`config.mk`:
```
export PLATFORM = sky130hd
export DESIGN_NAME = if_fetch_unit
export DESIGN_NICKNAME = d
export VERILOG_FILES = /design/src/rtl/if_fetch_unit.sv
export SDC_FILE = /design/constraint.sdc
export NUM_CORES = 1
export LEC_CHECK = 0
export ABC_AREA = 1
export CAP_MARGIN = 0
export CORE_UTILIZATION = 55
export CTS_CLUSTER_SIZE = 20
export DETAILED_ROUTE_END_ITERATION = 7
export PLACE_DENSITY = 0.79
export SLEW_MARGIN = 15
export SYNTH_ARGS = -nofsm -noshare
export SYNTH_HDL_FRONTEND = slang
export SYNTH_SLANG_ARGS = --single-unit
```
`constraint.sdc`:
```
create_clock -name clk -period 3.54 [get_ports clk]
set_input_delay 0.354 -clock clk [delete_from_list [all_inputs] [get_ports clk]]
set_output_delay 0.354 -clock clk [all_outputs]
set_load 0.01 [all_outputs]
```
`src/rtl/if_fetch_unit.sv`:
```
// if_fetch_unit
// Instruction fetch stage feeding the IF/ID pipeline register. It owns the
// program counter and keeps at most one request outstanding to instruction
// memory. Returned words are queued with their PC+4 in a small prefetch FIFO
// whose head is presented to IF/ID.
//
// Ports:
//   clk          rising-edge clock
//   rst          asynchronous active-low reset
//   freeze       IF/ID stall from the hazard unit (head is not consumed)
//   branchTaken  redirect pulse from EXE, overrides everything but rst
//   branchAddr   redirect target (word aligned)
//   imemReq      request to instruction memory
//   imemAddr     request address, held while imemReq is high
//   imemReady    request completed, imemData valid this cycle
//   imemData     returned instruction word
//   PC           PC+4 of the FIFO head (0 when empty)
//   instruction  FIFO head word (0 when empty)
//   fetchStall   FIFO empty
module if_fetch_unit #(
    parameter int unsigned DEPTH    = 2,
    parameter logic [31:0] RESET_PC = 32'h0
) (
    input  logic        clk,
    input  logic        rst,
    input  logic        freeze,
    input  logic        branchTaken,
    input  logic [31:0] branchAddr,
    output logic        imemReq,
    output logic [31:0] imemAddr,
    input  logic        imemReady,
    input  logic [31:0] imemData,
    output logic [31:0] PC,
    output logic [31:0] instruction,
    output logic        fetchStall
);

    localparam int unsigned PTR_W = (DEPTH > 1) ? $clog2(DEPTH) : 1;
    localparam int unsigned CNT_W = $clog2(DEPTH + 1);
    localparam logic [PTR_W-1:0] LAST_PTR  = PTR_W'(DEPTH - 1);
    localparam logic [CNT_W-1:0] DEPTH_CNT = CNT_W'(DEPTH);

    // DROP: a request is still on the bus but its data belongs to a
    // path abandoned by a redirect, so it must be swallowed on completion.
    typedef enum logic [1:0] {
        IDLE = 2'd0,
        REQ  = 2'd1,
        DROP = 2'd2
    } state_t;

    state_t           state_r;
    state_t           state_next_s;
    logic [31:0]      fetch_pc_r;
    logic [31:0]      fetch_pc_next_s;
    logic [31:0]      req_addr_r;
    logic [31:0]      req_addr_next_s;
    logic [31:0]      fifo_pc4_r  [DEPTH];
    logic [31:0]      fifo_word_r [DEPTH];
    logic [PTR_W-1:0] rd_ptr_r;
    logic [PTR_W-1:0] wr_ptr_r;
    logic [CNT_W-1:0] count_r;
    logic [CNT_W-1:0] count_next_s;
    logic             empty_s;
    logic             pop_s;
    logic             push_s;
    logic             room_s;

    function automatic logic [PTR_W-1:0] ptr_inc(input logic [PTR_W-1:0] p);
        if (p == LAST_PTR) begin
            return {PTR_W{1'b0}};
        end else begin
            return p + PTR_W'(1);
        end
    endfunction

    // FIFO occupancy control: pop/push qualification and next-cycle room.
    always_comb begin
        empty_s = (count_r == {CNT_W{1'b0}});
        pop_s   = !freeze && !empty_s && !branchTaken;
        push_s  = (state_r == REQ) && imemReady && !branchTaken;
        if (branchTaken) begin
            count_next_s = {CNT_W{1'b0}};
        end else begin
            count_next_s = count_r + CNT_W'(push_s) - CNT_W'(pop_s);
        end
        // Room is judged on next-cycle occupancy so a new request is only
        // issued when its data is guaranteed a slot.
        room_s = (count_next_s < DEPTH_CNT);
    end

    // Fetch FSM next-state, request address and fetch PC update.
    always_comb begin
        state_next_s    = state_r;
        fetch_pc_next_s = fetch_pc_r;
        req_addr_next_s = req_addr_r;
        case (state_r)
            IDLE: begin
                if (branchTaken) begin
                    state_next_s    = REQ;
                    req_addr_next_s = branchAddr;
                    fetch_pc_next_s = branchAddr + 32'd4;
                end else if (room_s) begin
                    state_next_s    = REQ;
                    req_addr_next_s = fetch_pc_r;
                    fetch_pc_next_s = fetch_pc_r + 32'd4;
                end else begin
                    state_next_s    = IDLE;
                end
            end
            REQ: begin
                if (branchTaken && imemReady) begin
                    state_next_s    = REQ;
                    req_addr_next_s = branchAddr;
                    fetch_pc_next_s = branchAddr + 32'd4;
                end else if (branchTaken) begin
                    // Request cannot be withdrawn; keep it on the bus and
                    // discard its data later.
                    state_next_s    = DROP;
                    fetch_pc_next_s = branchAddr;
                end else if (imemReady) begin
                    if (room_s) begin
                        state_next_s    = REQ;
                        req_addr_next_s = fetch_pc_r;
                        fetch_pc_next_s = fetch_pc_r + 32'd4;
                    end else begin
                        state_next_s    = IDLE;
                    end
                end else begin
                    state_next_s = REQ;
                end
            end
            DROP: begin
                if (imemReady && branchTaken) begin
                    state_next_s    = REQ;
                    req_addr_next_s = branchAddr;
                    fetch_pc_next_s = branchAddr + 32'd4;
                end else if (imemReady) begin
                    // FIFO was flushed by the redirect, so room is implied.
                    state_next_s    = REQ;
                    req_addr_next_s = fetch_pc_r;
                    fetch_pc_next_s = fetch_pc_r + 32'd4;
                end else if (branchTaken) begin
                    state_next_s    = DROP;
                    fetch_pc_next_s = branchAddr;
                end else begin
                    state_next_s = DROP;
                end
            end
            default: begin
                state_next_s    = IDLE;
                fetch_pc_next_s = fetch_pc_r;
                req_addr_next_s = req_addr_r;
            end
        endcase
    end

    // FSM state, fetch PC and in-flight request address registers.
    always_ff @(posedge clk or negedge rst) begin
        if (!rst) begin
            state_r    <= IDLE;
            fetch_pc_r <= RESET_PC;
            req_addr_r <= 32'h0;
        end else begin
            state_r    <= state_next_s;
            fetch_pc_r <= fetch_pc_next_s;
            req_addr_r <= req_addr_next_s;
        end
    end

    // Prefetch FIFO storage, pointers and occupancy; a redirect flushes it.
    always_ff @(posedge clk or negedge rst) begin
        if (!rst) begin
            rd_ptr_r <= {PTR_W{1'b0}};
            wr_ptr_r <= {PTR_W{1'b0}};
            count_r  <= {CNT_W{1'b0}};
            for (int i = 0; i < int'(DEPTH); i++) begin
                fifo_pc4_r[i]  <= 32'h0;
                fifo_word_r[i] <= 32'h0;
            end
        end else if (branchTaken) begin
            rd_ptr_r <= {PTR_W{1'b0}};
            wr_ptr_r <= {PTR_W{1'b0}};
            count_r  <= {CNT_W{1'b0}};
        end else begin
            if (push_s) begin
                fifo_pc4_r[wr_ptr_r]  <= req_addr_r + 32'd4;
                fifo_word_r[wr_ptr_r] <= imemData;
                wr_ptr_r              <= ptr_inc(wr_ptr_r);
            end
            if (pop_s) begin
                rd_ptr_r <= ptr_inc(rd_ptr_r);
            end
            count_r <= count_next_s;
        end
    end

    // Output view: head entry straight from storage, zeros when empty.
    always_comb begin
        imemReq  = (state_r == REQ) || (state_r == DROP);
        imemAddr = req_addr_r;
        if (empty_s) begin
            PC          = 32'h0;
            instruction = 32'h0;
            fetchStall  = 1'b1;
        end else begin
            PC          = fifo_pc4_r[rd_ptr_r];
            instruction = fifo_word_r[rd_ptr_r];
            fetchStall  = 1'b0;
        end
    end

endmodule

```
Yosys cells after proc, flatten, opt, wreduce, memory -nomap -nowiden
Index checks and enable logic that the tools add are counted.
{"block": "word_totals", "ff_bits": 198, "output_inout_bits": 98}
{"block": "op_classes", "mux": 46, "eq_ne": 7, "n_bitwise": 3, "order_cmp": 4, "n_addsub": 7, "reduce_logical": 18}
{"cell": "two-way mux 32 bit", "count": 24}
{"cell": "case mux 32 bit (3 select lines)", "count": 2}
{"cell": "bitwise mux 64 bit", "count": 2}
{"cell": "adder 32 x 3 -> 32 bit, second input constant", "count": 3}
{"cell": "demux 32 bit (select 1 bit)", "count": 1}
{"cell": "two-way mux 2 bit", "count": 8}
{"cell": "two-way mux 1 bit", "count": 8}
{"cell": "logical AND 1 bit", "count": 6}
{"cell": "!= test 3 x 2 -> 1 bit, second input constant", "count": 2}
{"cell": "case mux 2 bit (3 select lines)", "count": 1}
{"cell": "greater-or-equal comparator 2 bit, second input constant", "count": 2}
{"cell": "logical NOT 2 bit", "count": 2}
{"cell": "!= test 4 x 3 -> 1 bit, second input constant", "count": 1}
{"cell": "!= test 4 bit, second input constant", "count": 1}
{"cell": "inverter 1 -> 2 bit", "count": 2}
{"cell": "AND reduction 4 bit", "count": 1}
{"cell": "nonzero test 2 bit", "count": 2}
{"cell": "logical NOT 1 bit", "count": 3}
{"cell": "!= test 3 bit, second input constant", "count": 1}
{"cell": "AND reduction 3 bit", "count": 1}
{"cell": "nonzero test 3 bit", "count": 1}
{"cell": "adder 1 bit, second input constant", "count": 2}
{"cell": "adder 2 x 1 -> 2 bit", "count": 1}
{"cell": "equality test 2 x 1 -> 1 bit, second input constant", "count": 1}
{"cell": "other kinds (7)", "count": 7}

Longest topological paths before layout
Gate-level depths: netlist of run 1.
{"block": "depth", "ltp_word": 12, "mapped_depth": 22}

Least setup slack after synthesis of run 1
OpenSTA, ideal clock, no wires.
{"block": "synth_path", "path_kind": "in2reg", "startpoint": "input port branchTaken", "endpoint": "register req_addr_r[20], in the netlist imemAddr[20]", "path_buffers": 5, "arrival_ns": 2.695, "t_required_ns": 3.413, "stages": 16, "setup_slack_ns": 0.718, "cell_sequence": "buf_4 > clkbuf_1 > buf_1 > nor2_1 > ha_1 > inv_1 > ha_1 > nand3_1 > nand2_2 > nor2_2 > buf_6 > buf_6 > o21ai_1 > or2_2 > a31oi_1 > a21oi_1"}
{"block": "synth_between", "elab_chain_cells": 11, "elab_cells_between_ends": 19}
{"element": "start: declaration", "line": "27", "source": "input logic branchTaken,"}
{"element": "logical NOT 1 bit", "line": "79, 80"}
{"element": "logical AND 1 bit", "line": "80", "source": "push_s = (state_r == REQ) && imemReady && !branchTaken;"}
{"element": "adder 2 x 1 -> 2 bit", "line": "84", "source": "count_next_s = count_r + CNT_W'(push_s) - CNT_W'(pop_s);"}
{"element": "subtractor 2 x 1 -> 2 bit", "line": "84"}
{"element": "two-way mux 2 bit", "line": "81", "source": "if (branchTaken) begin"}
{"element": "less-than comparator 2 bit", "line": "88", "source": "room_s = (count_next_s < DEPTH_CNT);"}
{"element": "two-way mux 32 bit (3 in a row)"}
{"element": "two-way mux 32 bit", "line": "111", "source": "if (branchTaken && imemReady) begin"}
{"element": "case mux 32 bit (3 select lines)", "line": "96", "source": "case (state_r)"}
{"element": "end signal: assignment", "line": "166", "source": "req_addr_r <= req_addr_next_s;"}
{"element": "end: declaration", "line": "55", "source": "logic [31:0] req_addr_r;"}
Several ways; a longest one is shown, not always the timed one. The select of a mux whose other input is x is not followed.
A chain may end at the register's enable or synchronous reset.

Final worst setup path of run 1
{"block": "layout_path", "startpoint": "register state_r[1]", "endpoint": "register fetch_pc_r[19]"}
{"block": "layout_between", "elab_chain_cells": 12, "elab_cells_between_ends": 19}
{"element": "start: declaration", "line": "51", "source": "state_t state_r;"}
{"element": "start signal: assignment", "line": "164", "source": "state_r <= state_next_s;"}
{"element": "equality test 2 x 1 -> 1 bit", "line": "80, 96"}
{"element": "logical AND 1 bit (2 in a row)", "line": "80"}
{"element": "adder 2 x 1 -> 2 bit", "line": "84"}
{"element": "subtractor 2 x 1 -> 2 bit", "line": "84"}
{"element": "two-way mux 2 bit", "line": "81"}
{"element": "less-than comparator 2 bit", "line": "88"}
{"element": "two-way mux 32 bit (4 in a row)"}
{"element": "case mux 32 bit (3 select lines)", "line": "96"}
{"element": "end signal: assignment", "line": "165", "source": "fetch_pc_r <= fetch_pc_next_s;"}
{"element": "end: declaration", "line": "53", "source": "logic [31:0] fetch_pc_r;"}
Several ways; a longest one is shown, not always the timed one. The select of a mux whose other input is x is not followed.

==> flow_summary.json, run 1 <==
{
  "status": "complete, no violations",
  "wl_met3_um": 5400,
  "diodes": 0,
  "hold_path.startpoint": "branchTaken",
  "cts_max_level": 4,
  "wl_met1_um": 20900,
  "ir_drop_uv": 422,
  "synth_cells": 2224,
  "met2WireLength_um": 23000,
  "start_util": 0.565,
  "arrival_ns": 3.51,
  "drc": 0,
  "cp-start-kind": "flip-flop",
  "cts_post_setup_buffers_inserted": 0,
  "path_common_cell": "nand2_1",
  "grt_overflow": 0,
  "clkSinkCount": 198,
  "fin_setup_tns_ns": 0,
  "place_ws_ns": 0.132,
  "highest_layer": "met5",
  "rsz0062_at_grt": "false",
  "crit_path_end_kind": "flip-flop",
  "fin_hold_ws_ns": 0.277,
  "cts.clk_slew.worst_paths_ns": 0.08,
  "slowest_stage": "inv_2",
  "fin_nets": 2388,
  "cts_tree": "yes",
  "gp_congestion": 0.995,
  "syn_area_um2": 14300,
  "synth_area_leader_cell": "dfrtp_1",
  "grt_usage": 0.389,
  "synthMostInstantiatedCell": "nand2_1",
  "finalHoldViolCount": 0,
  "fin_crit_sh": 0.898,
  "r2r_start": "state_r[1]",
  "max_freq_mhz": 314,
  "syn_nets": 2302,
  "ys_ff_latch": 198,
  "critPathRequiredTime_ns": 3.87,
  "fp.coreArea_um2": 25300,
  "setup_viol": 0,
  "synth-simple-area-share": 0.314,
  "synthAdderAreaFrac": 0.00787,
  "synth_edf_count": 0,
  "cts_inserted_buffers": 17,
  "grt_pass1_vias": 14400,
  "hpwl_um": 35900,
  "die_h_um": 163,
  "syn_to_final_growth_pct": 16.8,
  "placed_area_um2": 16100,
  "max_stage_delay_ns": 0.47,
  "cts_buffer_depth": 2,
  "rows": 58,
  "syn_avg_cell_area_um2": 6.43,
  "synth_top_area_share": 0.346,
  "crit_type": "reg2reg",
  "grt_pass1_wl_um": 80000,
  "root_buffer": "clkbuf_16",
  "cp_cell_sequence": "inv_1 > ha_1 > nand2_1 > ha_1 > inv_1 > ha_1 > inv_1 > nand2_1 > nand2_2 > nand2_2 > inv_2 > nand3_1 > nand3_1 > nand2_1 > nand2_1 > nand2_1 > nand2_1 > nand2_1 > nand2_1 > nand2_1",
  "ctsResizeCount": 0,
  "drt_iter0_drc": 1904,
  "io_pins": 167,
  "ys_seq_area_frac": 0.346,
  "worst_skew_pair.late_latency_ns": 0.46,
  "power_density_nw_per_um2": 776,
  "slew_violations": 0,
  "dr.pass1.iters": 5,
  "synth_xor_area_frac": 0.0343,
  "relSlewSlack": 0.249,
  "yosys_most_used_dff": "dfrtp_1",
  "die_width_um": 163,
  "critPathMaxFanout": 19,
  "synth_compound_area_frac": 0.203,
  "via_count": 15800,
  "r2r_slack_ns": 0.36,
  "grt_max_degree": 122,
  "wl_per_cell_um": 19.5,
  "drive_gt1_frac": 0.0543,
  "finClkSkew_ns": 0.0255,
  "port_buffers": 166,
  "final_area_um2": 16700,
  "synth_top_family_by_area": "simple AND/OR/NAND/NOR gates",
  "drv_cap": 0,
  "wirelength_um": 51800,
  "fillers": 2339,
  "die-area_um2": 26700,
  "synthMuxAreaShare": 0,
  "yosys_warnings": 0,
  "synthArstFlopShare": 1.00,
  "viasPerCell": 5.95,
  "hold_end": "count_r[0]",
  "antenna_found_initial": 1,
  "setup_ws_ns": 0.359,
  "min_path_type": "in2reg",
  "worst_pin_slew_ns": 1.13,
  "p_leak_nw": 7.78,
  "fin_crit_ns": 3.18,
  "reg2reg_to": "fetch_pc_r[19]",
  "final_antenna_net_count": 0,
  "synth_area_leaders": "dfrtp_1, nand2_1, o21ai_0",
  "yosysUniqueCellTypes": 44,
  "holdPathStages": 2,
  "yosys-top-cells-count": "nand2_1, o21ai_0, dfrtp_1",
  "r2r.worst_path.cells": 20
}
## worst max path at each step
stage,startpoint,to,slack (ns),cells after the start
detailed placement,imemReady,fetch_pc_r[19],0.13,21
floorplan,branchTaken,imemAddr[20],0.72,16
CTS,state_r[1],fetch_pc_r[19],0.47,20
finish,state_r[1],fetch_pc_r[19],0.36,20
global placement,imemReady,fetch_pc_r[19],0.22,21
global route,state_r[1],fetch_pc_r[19],0.14,20
## critical path: cells and delay by family, from the launching register on
kind | cells | cell delay [ns]
adder cells (fa/ha/maj) | 3 | 0.71
buffers and inverters | 4 | 0.65
flip-flops | 1 | 0.41
AND/OR/NAND/NOR | 13 | 1.31
## layer usage
layer  GRT usage  vias to the layer above
li1            -                     7411
met1       0.522                     7229
met2       0.606                      988
met3      0.0678                      159
met4       0.190                        2
met5           0                        -
## cell usage in the layout, fill, tap and decap left out, drive strengths merged, types with 10 or more instances in the layout
| cell | instances |
|---|---|
| buf | 34 |
| dfrtp | 198 |
| inv | 208 |
| or2 | 15 |
| clkbuf | 18 |
| nand2 | 755 |
| nand4 | 21 |
| a22oi | 21 |
| xor2 | 46 |
| nor3 | 27 |
| nand3 | 95 |
| a31oi | 12 |
| o211ai | 29 |
| clkdlybuf4s50 | 164 |
| a21oi | 188 |
| o21ai | 274 |
| clkinv | 10 |
| xnor2 | 10 |
| nor2 | 165 |
## per-stage QoR
step | utilization | instances | total power [W]
CTS | 0.660 | 2652 | 0.0128
global placement | 0.635 | 2620 | 0.0106
global route | 0.660 | 2652 | 0.0139
detailed placement | 0.635 | 2620 | 0.0108
finish | 0.660 | 2652 | 0.0130
floorplan | - | 2224 | 0.00836
## where the power goes
group	leakage (nW)	switching (W)	internal [W]	total [W]
logic	5.01	0.00407	0.00243	0.00651
registers	2.48	0.00108	0.00334	0.00442
clock network	0.292	0.00108	0.000964	0.00204
## repair_timing
item	in CTS	in global routing
hold endpoints to repair	64	0
endpoints found under the setup margin	0	0
hold buffers	1	0
## area by class of cell
type / instances / area [um^2] / area share
clock buffer: 17 / 425 / 0.0255
clock inverter: 14 / 180 / 0.0108
inverter: 204 / 768 / 0.0460
sequential: 198 / 4960 / 0.297
timing repair buffer: 200 / 1940 / 0.116
multi-input combinational: 1689 / 8020 / 0.480
tap: 330 / 413 / 0.0247
## registers in the layout (all words and copies together) (netlist names)
register     cells
fetch_pc_r      32
count_r          2
fifo_word_r     64
imemAddr        32
fifo_pc4_r      64
wr_ptr_r         1
state_r          2
rd_ptr_r         1
## cells by family (layout without fill, tap and decap cells)
family,count (synthesis),after routing
adder cells (fa/ha/maj),9,9
AND/OR/NAND/NOR,1084,1084
buffers and inverters,337,435
flip-flops,198,198
AO/OA/AOI/OAI,540,540
XOR/XNOR,56,56
Note: power is estimated with default switching activity, not from simulation.
==> run 2, diff against run 1 <==
SLEW_MARGIN = default   (was 15)
==> results of run 2 <==
Same layout as run 1: the final DEF is identical, and so are final timing and power.
